<file path="config.mk">
export PLATFORM = sky130hd
export DESIGN_NAME = sha256_pad
export DESIGN_NICKNAME = d
export VERILOG_FILES = /design/src/rtl/sha256_pad_pkg.sv /design/src/rtl/sha256_pad_byte_packer.sv /design/src/rtl/sha256_pad.sv
export SDC_FILE = /design/constraint.sdc
export NUM_CORES = 1
export LEC_CHECK = 0
export ABC_AREA = 1
export CAP_MARGIN = 10
export CORE_MARGIN = 5
export CORE_UTILIZATION = 48
export DETAILED_ROUTE_END_ITERATION = 10
export HOLD_SLACK_MARGIN = 0.12
export PLACE_DENSITY_LB_ADDON = 0.1
export SLEW_MARGIN = 10
export SYNTH_ARGS = -nofsm -noshare
export SYNTH_HDL_FRONTEND = slang
export SYNTH_SLANG_ARGS = --single-unit
</file>
<file path="constraint.sdc">
create_clock -name clk -period 1.9 [get_ports clk]
set_input_delay 0.38 -clock clk [delete_from_list [all_inputs] [get_ports clk]]
set_output_delay 0.38 -clock clk [all_outputs]
set_load 0.005 [all_outputs]
</file>
<file path="src/rtl/sha256_pad_pkg.sv">
// Shared types and constants for the SHA-256 padding stage.
// Optional build macro: SHA256_PAD_OVERFLOW_CHK_EN (see sha256_pad.sv).
package sha256_pad_pkg;

    localparam int         WORD_W             = 32;
    localparam logic [7:0] SHA256_PAD_BYTE    = 8'h80;
    localparam int         SHA256_BLOCK_WORDS = 16;
    localparam logic [3:0] SHA256_LEN_OFFSET  = 4'd14;

    typedef enum logic [2:0] {
        ST_IDLE   = 3'd0,
        ST_DATA   = 3'd1,
        ST_PAD80W = 3'd2,
        ST_ZERO   = 3'd3,
        ST_LEN_HI = 3'd4,
        ST_LEN_LO = 3'd5,
        ST_HDR    = 3'd6,
        ST_DONE   = 3'd7
    } pad_state_e;

    // Blocks needed for a message of the given bit length: 0x80 plus 8 length bytes must fit.
    function automatic logic [63:0] blocks_for_bits(input logic [63:0] bits);
        return (((bits >> 3) + 64'd8) >> 6) + 64'd1;
    endfunction

endpackage

</file>
<file path="src/rtl/sha256_pad_byte_packer.sv">
// Packs bytes MSB-first into 32-bit words and builds the 0x80-terminated partial word.
// Word output is combinational with the pushed byte; the holding register is internal.
module sha256_pad_byte_packer
    import sha256_pad_pkg::*;
(
    input  logic              clk,
    input  logic              reset,
    input  logic              clear,
    input  logic              push,
    input  logic [7:0]        byte_in,
    output logic              word_valid,
    output logic [WORD_W-1:0] word,
    output logic [WORD_W-1:0] pad_word
);

    logic [1:0]  cnt_q, cnt_d;
    logic [23:0] acc_q, acc_d;

    always_comb begin
        cnt_d = cnt_q;
        acc_d = acc_q;
        if (clear) begin
            cnt_d = '0;
            acc_d = '0;
        end else if (push) begin
            cnt_d = cnt_q + 2'd1;
            acc_d = {acc_q[15:0], byte_in};
        end
    end

    assign word_valid = push && (cnt_q == 2'd3);
    assign word       = {acc_q, byte_in};

    // The newest byte sits in acc_q[7:0]; the pad byte goes in the first free lane below.
    always_comb begin
        case (cnt_q)
            2'd0:    pad_word = {SHA256_PAD_BYTE, 24'h0};
            2'd1:    pad_word = {acc_q[7:0], SHA256_PAD_BYTE, 16'h0};
            2'd2:    pad_word = {acc_q[15:0], SHA256_PAD_BYTE, 8'h0};
            default: pad_word = {acc_q[23:0], SHA256_PAD_BYTE};
        endcase
    end

    always_ff @(posedge clk) begin
        if (reset) begin
            cnt_q <= '0;
            acc_q <= '0;
        end else begin
            cnt_q <= cnt_d;
            acc_q <= acc_d;
        end
    end

endmodule

</file>
<file path="src/rtl/sha256_pad.sv">
// Byte stream to padded SHA-256 word buffer (header at address 0, message word k at k+1).
// Build macro SHA256_PAD_OVERFLOW_CHK_EN adds a sticky overflow output and drains oversize messages.
module sha256_pad
    import sha256_pad_pkg::*;
#(
    parameter int MAX_BLOCKS = 2,
    parameter int ADDR_W     = 6
) (
    input  logic              clk,
    input  logic              reset,
    input  logic [7:0]        in_data,
    input  logic              in_valid,
    input  logic              in_last,
    input  logic              in_empty,
    output logic              in_ready,
    output logic              wr_en,
    output logic [ADDR_W-1:0] wr_addr,
    output logic [31:0]       wr_data,
    output logic [ADDR_W-5:0] num_blocks,
    output logic [63:0]       msg_bits,
    output logic              done,
    output logic [2:0]        dbg_state
`ifdef SHA256_PAD_OVERFLOW_CHK_EN
    ,
    output logic              overflow
`endif
);

    localparam int                NB_W      = ADDR_W - 4;
    localparam logic [ADDR_W-1:0] CAP_WORDS = ADDR_W'(SHA256_BLOCK_WORDS * MAX_BLOCKS);

    // Handshake: a byte transfers on a rising edge where in_valid && in_ready; in_ready is
    // registered, is high only in IDLE/DATA, and in_valid is ignored while it is low.

    pad_state_e        state_q, state_d;
    logic              in_ready_q, in_ready_d;
    logic              wr_en_q, wr_en_d;
    logic [ADDR_W-1:0] wr_addr_q, wr_addr_d;
    logic [31:0]       wr_data_q, wr_data_d;
    logic [NB_W-1:0]   num_blocks_q, num_blocks_d;
    logic [63:0]       bit_cnt_q, bit_cnt_d;
    logic              done_q, done_d;
    logic [ADDR_W-1:0] k_q, k_d;
    logic              drop_q, drop_d;
`ifdef SHA256_PAD_OVERFLOW_CHK_EN
    logic              ov_q, ov_d;
`endif

    logic              accept;
    logic              pk_push, pk_clear, pk_word_valid;
    logic [WORD_W-1:0] pk_word, pk_pad_word;
    logic [ADDR_W-1:0] k_inc;
    logic              wr_req;
    logic [31:0]       wr_word;
    logic              ov_now;

    assign accept  = in_valid && in_ready_q;
    assign pk_push = accept && !(state_q == ST_IDLE && in_last && in_empty);
    assign k_inc   = k_q + ADDR_W'(1);

    sha256_pad_byte_packer u_packer (
        .clk        (clk),
        .reset      (reset),
        .clear      (pk_clear),
        .push       (pk_push),
        .byte_in    (in_data),
        .word_valid (pk_word_valid),
        .word       (pk_word),
        .pad_word   (pk_pad_word)
    );

    always_comb begin
        state_d      = state_q;
        k_d          = k_q;
        drop_d       = drop_q;
        bit_cnt_d    = bit_cnt_q;
        num_blocks_d = num_blocks_q;
        wr_en_d      = 1'b0;
        wr_addr_d    = wr_addr_q;
        wr_data_d    = wr_data_q;
        done_d       = 1'b0;
        pk_clear     = 1'b0;
        wr_req       = 1'b0;
        wr_word      = '0;
        ov_now       = 1'b0;
`ifdef SHA256_PAD_OVERFLOW_CHK_EN
        ov_d         = ov_q;
`endif
        case (state_q)
            ST_IDLE: begin
                if (accept) begin
                    k_d    = '0;
                    drop_d = 1'b0;
`ifdef SHA256_PAD_OVERFLOW_CHK_EN
                    ov_d   = 1'b0;
`endif
                    if (in_last && in_empty) begin
                        bit_cnt_d = '0;
                        pk_clear  = 1'b1;
                    end else begin
                        bit_cnt_d = 64'd8;
                    end
                    if (in_last) begin
                        num_blocks_d = NB_W'(blocks_for_bits(bit_cnt_d));
                        state_d      = ST_PAD80W;
                    end else begin
                        state_d = ST_DATA;
                    end
                end
            end
            ST_DATA: begin
                if (accept) begin
                    bit_cnt_d = bit_cnt_q + 64'd8;
`ifdef SHA256_PAD_OVERFLOW_CHK_EN
                    if (blocks_for_bits(bit_cnt_d) > 64'(MAX_BLOCKS)) begin
                        ov_d = 1'b1;
                    end
                    ov_now = ov_d;
`endif
                    if (pk_word_valid && !ov_now) begin
                        wr_req  = 1'b1;
                        wr_word = pk_word;
                    end
                    if (in_last) begin
                        if (ov_now) begin
                            pk_clear = 1'b1;
                            state_d  = ST_IDLE;
                        end else begin
                            num_blocks_d = NB_W'(blocks_for_bits(bit_cnt_d));
                            state_d      = ST_PAD80W;
                        end
                    end
                end
            end
            ST_PAD80W: begin
                wr_req   = 1'b1;
                wr_word  = pk_pad_word;
                pk_clear = 1'b1;
                state_d  = (k_inc[3:0] == SHA256_LEN_OFFSET) ? ST_LEN_HI : ST_ZERO;
            end
            ST_ZERO: begin
                wr_req  = 1'b1;
                state_d = (k_inc[3:0] == SHA256_LEN_OFFSET) ? ST_LEN_HI : ST_ZERO;
            end
            ST_LEN_HI: begin
                wr_req  = 1'b1;
                wr_word = bit_cnt_q[63:32];
                state_d = ST_LEN_LO;
            end
            ST_LEN_LO: begin
                wr_req  = 1'b1;
                wr_word = bit_cnt_q[31:0];
                state_d = ST_HDR;
            end
            ST_HDR: begin
                wr_en_d   = 1'b1;
                wr_addr_d = '0;
                wr_data_d = 32'(num_blocks_q);
                state_d   = ST_DONE;
            end
            ST_DONE: begin
                done_d  = 1'b1;
                state_d = ST_IDLE;
            end
            default: state_d = ST_IDLE;
        endcase

        // Message words past the buffer are still counted so offsets stay right, but never written.
        if (wr_req) begin
            wr_en_d   = !drop_q;
            wr_addr_d = k_inc;
            wr_data_d = wr_word;
            k_d       = k_inc;
            if (k_inc == CAP_WORDS) begin
                drop_d = 1'b1;
            end
        end

        in_ready_d = (state_d == ST_IDLE) || (state_d == ST_DATA);
    end

    always_ff @(posedge clk) begin
        if (reset) begin
            state_q      <= ST_IDLE;
            in_ready_q   <= 1'b1;
            wr_en_q      <= 1'b0;
            wr_addr_q    <= '0;
            wr_data_q    <= '0;
            num_blocks_q <= '0;
            bit_cnt_q    <= '0;
            done_q       <= 1'b0;
            k_q          <= '0;
            drop_q       <= 1'b0;
`ifdef SHA256_PAD_OVERFLOW_CHK_EN
            ov_q         <= 1'b0;
`endif
        end else begin
            state_q      <= state_d;
            in_ready_q   <= in_ready_d;
            wr_en_q      <= wr_en_d;
            wr_addr_q    <= wr_addr_d;
            wr_data_q    <= wr_data_d;
            num_blocks_q <= num_blocks_d;
            bit_cnt_q    <= bit_cnt_d;
            done_q       <= done_d;
            k_q          <= k_d;
            drop_q       <= drop_d;
`ifdef SHA256_PAD_OVERFLOW_CHK_EN
            ov_q         <= ov_d;
`endif
        end
    end

    assign in_ready   = in_ready_q;
    assign wr_en      = wr_en_q;
    assign wr_addr    = wr_addr_q;
    assign wr_data    = wr_data_q;
    assign num_blocks = num_blocks_q;
    assign msg_bits   = bit_cnt_q;
    assign done       = done_q;
    assign dbg_state  = state_q;
`ifdef SHA256_PAD_OVERFLOW_CHK_EN
    assign overflow   = ov_q;
`endif

endmodule

</file>
Word-level counts from Yosys, hierarchy flattened --
Index checks and enable logic that the tools add are counted.
Word-level totals: register bits 143, output and inout bits 110, logic and storage cells 99
Operators by class: add/subtract/negate cells 7, equality and inequality tests 17, multiplexer cells 41, reductions and logical operators 22
Operators with widths (count):
- 64-bit 2-to-1 mux | 4
- 32-bit 2-to-1 mux | 4
- 32-bit one-hot mux with 4 select lines | 1
- 64-bit one-hot mux with 2 select lines | 1
- 32-bit one-hot mux with 3 select lines | 1
- 64-bit by 4-bit adder with 64-bit output, second input constant | 1
- 6-bit 2-to-1 mux | 5
- 3-bit one-hot mux with 7 select lines | 1
- 8-bit by 4-bit adder with 8-bit output, second input constant | 2
- 3-bit equality test, second input constant | 4
- 3-bit 2-to-1 mux | 4
- 1-bit 2-to-1 mux | 11
- 2-bit 2-to-1 mux | 5
- 2-bit inequality test, second input constant | 4
- 2-bit nonzero test | 4
- 2-bit by 1-bit adder with 2-bit output, second input constant | 3
- 6-bit by 1-bit adder with 6-bit output, second input constant | 1
- 3-bit by 1-bit equality test with 1-bit output, second input constant | 2
- 3-bit by 2-bit equality test with 1-bit output, second input constant | 2
- 6-bit equality test, second input constant | 1
- 1-bit logical AND | 6
- 3-bit zero test | 2
- 5-bit AND reduction | 1
- 2-bit equality test, second input constant | 2
- other kinds (12) | 15

Depth between registers and ports, before layout --
Gate-level depths: netlist of run 1.
word-level depth 11, mapped depth 12, mapped depth without buffers 12

Cells and area by module --
A second synthesis of run 1 with hierarchy kept.
Second synthesis, totals: cell total of the unflattened synthesis 1211, area total of the unflattened synthesis 8042.7 um^2
By module, submodules not included:
- sha256_pad | instances 1, cells each 987, area each 6456.2 um^2, sequential area each 2282.2 um^2
- sha256_pad_byte_packer | instances 1, cells each 224, area each 1586.5 um^2, sequential area each 520.5 um^2

Worst setup path before layout of run 1 --
OpenSTA, ideal clock, no wires.
path type register -> register, from register bit_cnt_q[4], in the netlist msg_bits[4], to register bit_cnt_q[43], in the netlist msg_bits[43], setup time 0.116 ns, data arrival time 1.689 ns, data required time 1.784 ns, path slack 0.096 ns, cell stages (with the launch flop) 11, buffers on the path 0, period minus slack after synthesis 1.804 ns, path through dfxtp_1 ha_1 nand2_1 nor2_1 nand2_1 nor2_1 nand2_1 nor2_1 nand3_1 o21ai_0 nor2_1
Between the ends: cells in the longest elaborated chain, start to end 3
Ends and longest elaborated chain:
- from (decl) | RTL line sha256_pad.sv:41 | logic [63:0] bit_cnt_q, bit_cnt_d;
- from (signal assigned) | RTL line sha256_pad.sv:204 | bit_cnt_q <= bit_cnt_d;
- 64-bit by 4-bit adder with 64-bit output | RTL line sha256_pad.sv:113 | bit_cnt_d = bit_cnt_q + 64'd8;
- 64-bit 2-to-1 mux | RTL line sha256_pad.sv:112 | if (accept) begin
- 64-bit one-hot mux with 2 select lines | RTL line sha256_pad.sv:89 | case (state_q)
Every way passes these cells. The select of a mux whose other input is x is not followed. A chain may end at the register's enable or synchronous reset.

Worst setup path in the final report of run 1 --
from register bit_cnt_q[37], in the netlist msg_bits[37], to output port msg_bits[37]
RTL lines:
- to (decl) | RTL line sha256_pad.sv:20 | output logic [63:0] msg_bits,
No word-level cell between the ends.

==> metrics.txt, run 1 <==
CTS Buf Count=17; Switching Share=0.292; first-pass GRT wire length=37.8 mm; crit-path max cell delay=around 570 ps; Die Ht=131 um; FF-to-FF End=wr_data[16]; clock skew=9.78 ps; commonest non-fill, non-tap cell in the layout=nand2_1; reg-to-reg critical path startpoint=dbg_state[2]; Reg2Reg Setup Slack=around 100 ps; area grow syn2layout=39.2%; io pins=123; Max rail drop VDD=612 uV; Die X=131 um; synth warn=0; Post-synth EDFFs=0; gr ovfl total=0; clk sinks=140; Design Power=0.00798 W; post-synthesis simple-gate area fraction=0.303; Req. time, crit path=about 1500 ps; die area=17200 sq um; clock tree root driver cell=clkbuf_16; post-layout min period=approximately 1900 ps; TritonRoute pass-1 iters=5; cell count along the critical path=1; H-tree depth=4; Tcrit/Tclk final=0.984; Worst setup startpoint=msg_bits[37]; Psw=approximately 0.0023 W; Reg2Reg Depth=7; transition time of the tightest slew-check pin=556 ps; All-Layer GR Usage=0.288; slowest CP cell=clkdlybuf4s50_1; # nets final=1301; Critical Path, Cell by Cell=clkdlybuf4s50_1; initial antenna violation count=0; initial DRC count=811; DP HPWL=roughly 19 mm; Buffers & Inverters on Critical Path=1; WS Path Type=flop to primary output; outcome=completed; largest net degree at the start of global routing=between 50 and 60; post-synthesis average cell area=between 6 and 7 sq um; Post-Synth XOR/XNOR Area=0.00249; Final setup viols=0; Max Fclk=around 530 MHz; worst-path fanout max=6; Slew headroom=0.629; Seq/Total Area, Yosys=0.399; most used flip-flop cell after synthesis=dfxtp_1; MaxCap Viol Count=0; post-CTS setup buffer count=0; Initial Utilization=0.487; leak pwr=between 3 and 4 nW; Comb pwr share=0.177; worst setup path endpoint=msg_bits[37]; post-synthesis compound-gate area fraction=0.185; CTS tree=yes; Final Hold Vio Count=0; vias in the first global route=7113; Clock Power Share=0.414; Rows=44; fraction of registers with async set/reset=0; Core Region=14400 sq um; # port buffers=between 100 and 150; share of layout cells above drive strength 1=0.137; Vias=just under 8000; Worst path top cell family by delay=buffers and inverters; drt total wl=between 20 and 25 mm; number of library cell types mapped by synthesis=39; largest family of logic cells by synthesized area=simple AND/OR/NAND/NOR gates; CP arrival=approximately 1500 ps; Flop pwr share=0.409; critical path launch point type=flop; number of diodes=0; Hold Path Class=input port to flop; register bit total from synthesis=between 100 and 150; internal power=0.00565 W; Slew Limit Fails=0; wire per inst=roughly 17 um; CP Capture Type=primary output; most frequent cells in the layout=264 x nand2_1, 131 x dfxtp_1, 130 x inv_1; synthesized instance count=1072; Clock Pin Slew Worst Setup and Hold Paths=about 60 ps; Via density=5.38; Clock Latency Late Sink=430 ps; RSZ-0062 raised after global routing=true; post-synthesis cell area=7020 sq um; hold depth=4; Final Core Density=0.678; multiplexer area fraction after synthesis=0; DRC Markers=0; Final ANT Viol Nets=0; Final GP Congestion=between 0.9 and 1; Synth Area in Adders=0.0143; PwrDens=approximately 820 nW/um^2; Max clock buf depth=2
[sequential cells by signal, summed over array words and instances (netlist names)]
register        flops
in_ready            1
wr_en               1
dbg_state           3
k_q                 6
drop_q              1
done                1
u_packer.acc_q     24
msg_bits           61
num_blocks          2
wr_data            32
wr_addr             6
u_packer.cnt_q      2
[cells by family (layout without fill, tap and decap cells)]
group | after synthesis | count (layout)
xor gates and xnor gates | 2 | 2
adders and majority gates | 8 | 8
DFF | 140 | 140
AOI/OAI and AO/OA | 241 | 241
buffers and inverters | 171 | 390
other | 1 | 3
and+or+nand+nor | 509 | 509
[worst min-delay path by stage]
stage,start,to,slack [ps]
floorplan,u_packer.acc_q[15],u_packer.acc_q[23],450
global placement,wr_addr[0],wr_addr[0],450
detailed placement,wr_data[2],wr_data[2],450
CTS,reset,dbg_state[1],330
global route,reset,dbg_state[1],360
finish,reset,dbg_state[1],350
[metrics by stage]
stage	hold WS (ps)	setup slack, ps	TNS [ps]	cell area [sq um]	std cells
6_report	348	30.5	0	9780	1477
5_1_grt	357	-47.8	-108	9780	1477
4_1_cts	330	1.50	0	9700	1477
3_5_place_dp	451	-318	-17340	9110	1445
3_3_place_gp	449	-256	-14920	9110	1445
2_1_floorplan	449	95.6	0	7030	1074
[Yosys cell counts (5+ instances only)]
cell      number  share of area
a21oi_1      118          0.084
clkbuf_1      22          0.012
inv_2          7         0.0037
nand2_1      264           0.14
dfxtp_1      140           0.40
nor2_2         5         0.0045
buf_4          6         0.0064
inv_1        130          0.069
nand4_1       15          0.013
o21a_1         5         0.0053
a31oi_1       16          0.014
nor2_1       133          0.071
o21ai_0       67          0.048
o22ai_1       23          0.020
ha_1           8          0.014
nand3_1       57          0.041
nor3_1        22          0.016
[power by group through the flow]
stage               Combinational, W  Sequential, W  Clock [W]
floorplan                   0.000771        0.00330          0
global placement             0.00137        0.00332          0
detailed placement           0.00139        0.00332          0
CTS                          0.00140        0.00326    0.00333
global route                 0.00155        0.00328    0.00348
finish                       0.00141        0.00326    0.00331
[final cells by class]
cell class | count | area [sq um]
sequential | 140 | 2810
clock buffer | 19 | 443
clock inverter | 13 | 141
tap | 184 | 230
timing repair buffer | 218 | 1990
inverter | 140 | 526
fill | 1322 | 4650
multi-input combinational | 763 | 3630
[metal layers]
layer	wire, um	track usage
met5	0	0
met4	843	0.112
met3	1880	0.0589
met2	11000	0.453
met1	10900	0.390
[timing repair]
item / CTS / global route
pin swaps: 0 / 5
setup endpoints to repair: 3 / 52
hold buffers: 0 / 0
resized for setup: 3 / 26
Power figures use the tool's default switching activity.
==> run 2, diff against run 1 <==
CORE_ASPECT_RATIO = 0.5   (was default)
==> run 2 against run 1 <==
Effect of this change:
- die area grew 0.86%
- highest routed layer unchanged
- fmax decreased by 0.50%
- global-route usage fell by 0.13 points
- largest cell class unchanged
- sequential cell count stayed put
- final area is 0.27% lower
- via count is 3.1% higher
- sequential share of layout area grew 0.10 points
- non-clock buffer count fell by 18
- clock-buffer cell count shrank 2
- critical path depth unchanged
- register-to-register slack worse by 70 ps
==> metrics.txt, run 2 (same netlist as run 1, synthesis figures left out) <==
Vias=8186 (was 7939); PwrDens=832 nW/um^2 (was 816 nW/um^2); Final Hold Vio Count=0 (unchanged); commonest non-fill, non-tap cell in the layout=nand2_1 (unchanged); worst-path fanout max=5 (was 6); Initial Utilization=0.488 (was 0.487); hold slack final=459 ps (was 348 ps); WS Path Type=flop to primary output (unchanged); initial antenna violation count=0 (unchanged); Final Core Density=0.678 (about the same); DRC Markers=0 (unchanged); post-CTS setup buffer count=0 (unchanged); # port buffers=119 (unchanged); Clock Pin Slew Worst Setup and Hold Paths=70 ps (was 60 ps); Rows=31 (was 44); Via density=5.56 (was 5.38); largest net degree at the start of global routing=52 (unchanged); clk sinks=140 (unchanged); number of diodes=0 (unchanged); CP arrival=1500 ps (was 1490 ps); max reg flops=61 (unchanged); drt total wl=25.6 mm (was 24.6 mm); clock skew=10.1 ps (was 9.78 ps); die area=17300 sq um (was 17200 sq um); post-layout min period=1880 ps (was 1870 ps); leak pwr=3.66 nW (was 3.72 nW); CP Capture Type=primary output (unchanged); H-tree depth=4 (unchanged); vias in the first global route=7276 (was 7113); slowest CP cell=clkdlybuf4s50_1 (unchanged); CTS tree=yes (unchanged); fin area=9750 sq um (was 9780 sq um); Die Ht=95.5 um (was 131 um); most frequent cells in the layout=261 x nand2_1, 131 x dfxtp_1, 129 x inv_1 (was 264 x nand2_1, 131 x dfxtp_1, 130 x inv_1); area grow syn2layout=38.8% (was 39.2%); Req. time, crit path=1520 ps (about the same); critical path launch point type=flop (unchanged); share of layout cells above drive strength 1=0.128 (was 0.137); Tcrit/Tclk final=0.989 (was 0.984); TritonRoute pass-1 iters=6 (was 5); io pins=123 (unchanged); # nets final=1283 (was 1301); Hold Path Class=input port to flop (unchanged); wire per inst=17.4 um (was 16.7 um); RSZ-0062 raised after global routing=true (unchanged); placed inst area=9010 sq um (was 9110 sq um); Die X=181 um (was 131 um); Max clock buf depth=2 (unchanged); Clock Latency Late Sink=440 ps (was 430 ps); Hold Buf Count CTS=0 (unchanged); Slew headroom=0.632 (was 0.629); Final GP Congestion=1.02 (was 0.993); MaxCap Viol Count=0 (unchanged); setup TNS after final layout=0 ps (unchanged); Buffers & Inverters on Critical Path=1 (unchanged); Core Region=14400 sq um (about the same); CTS Buf Count=17 (unchanged); All-Layer GR Usage=0.287 (was 0.288); clock tree root driver cell=clkbuf_16 (unchanged); Slew Limit Fails=0 (unchanged); DP HPWL=19.0 mm (about the same); Worst path top cell family by delay=buffers and inverters (unchanged); first-pass GRT wire length=39.0 mm (was 37.8 mm); Max rail drop VDD=531 uV (was 612 uV); Max Fclk=532 MHz (was 535 MHz); Final ANT Viol Nets=0 (unchanged); transition time of the tightest slew-check pin=552 ps (was 556 ps); gr ovfl total=0 (unchanged); Design Power=0.00811 W (was 0.00798 W); crit-path max cell delay=570 ps (about the same); initial DRC count=1065 (was 811); Critical Path, Cell by Cell=clkdlybuf4s50_1 (unchanged); outcome=completed (unchanged); Final setup viols=0 (unchanged)
## run 2: final timing paths
check	from	endpoint	slack, ps	cells after the start
setup / recovery	msg_bits[28]	msg_bits[28]	20	1
hold / removal	reset	dbg_state[1]	460	5
setup reg to reg	dbg_state[1]	msg_bits[45]	30	11
hold reg to reg	wr_data[7]	wr_data[7]	460	2
## run 2: routing by layer
metal  share of wire  GRT usage  vias to the layer above
met2            0.42      0.445                      477
li1                -          -                     3885
met4           0.024     0.0811                        0
met3            0.12     0.0701                       62
met5               0          0                        -
met1            0.44      0.402                     3762
## run 2: cell type report
cell class                 instances  area (sq um)
multi-input combinational        763          3660
fill                            1234          4640
tap                              198           248
sequential                       140          2820
clock inverter                    15           169
timing repair buffer             200          1900
clock buffer                      17           425
inverter                         140           528
## run 2: through the flow
stage | setup WS, ps | std cells
finish | 21.2 | 1473
detailed placement | -277 | 1440
CTS | 0.615 | 1472
floorplan | 95.6 | 1074
global placement | -245 | 1440
global route | -78.9 | 1473
## run 2: what timing repair did
item                                    4_1_cts  5_1_grt
gates cloned                                  0        1
endpoints found under the setup margin       10       51
pin swaps                                     0        5
endpoints found under the hold margin         0        0
resized for setup                             5       37
## run 2: where the power goes
part / switching [W] / internal (W)
sequential: 0.000156 / 0.00311
combinational: 0.000881 / 0.000591
clock: 0.00160 / 0.00177
total: 0.00264 / 0.00548
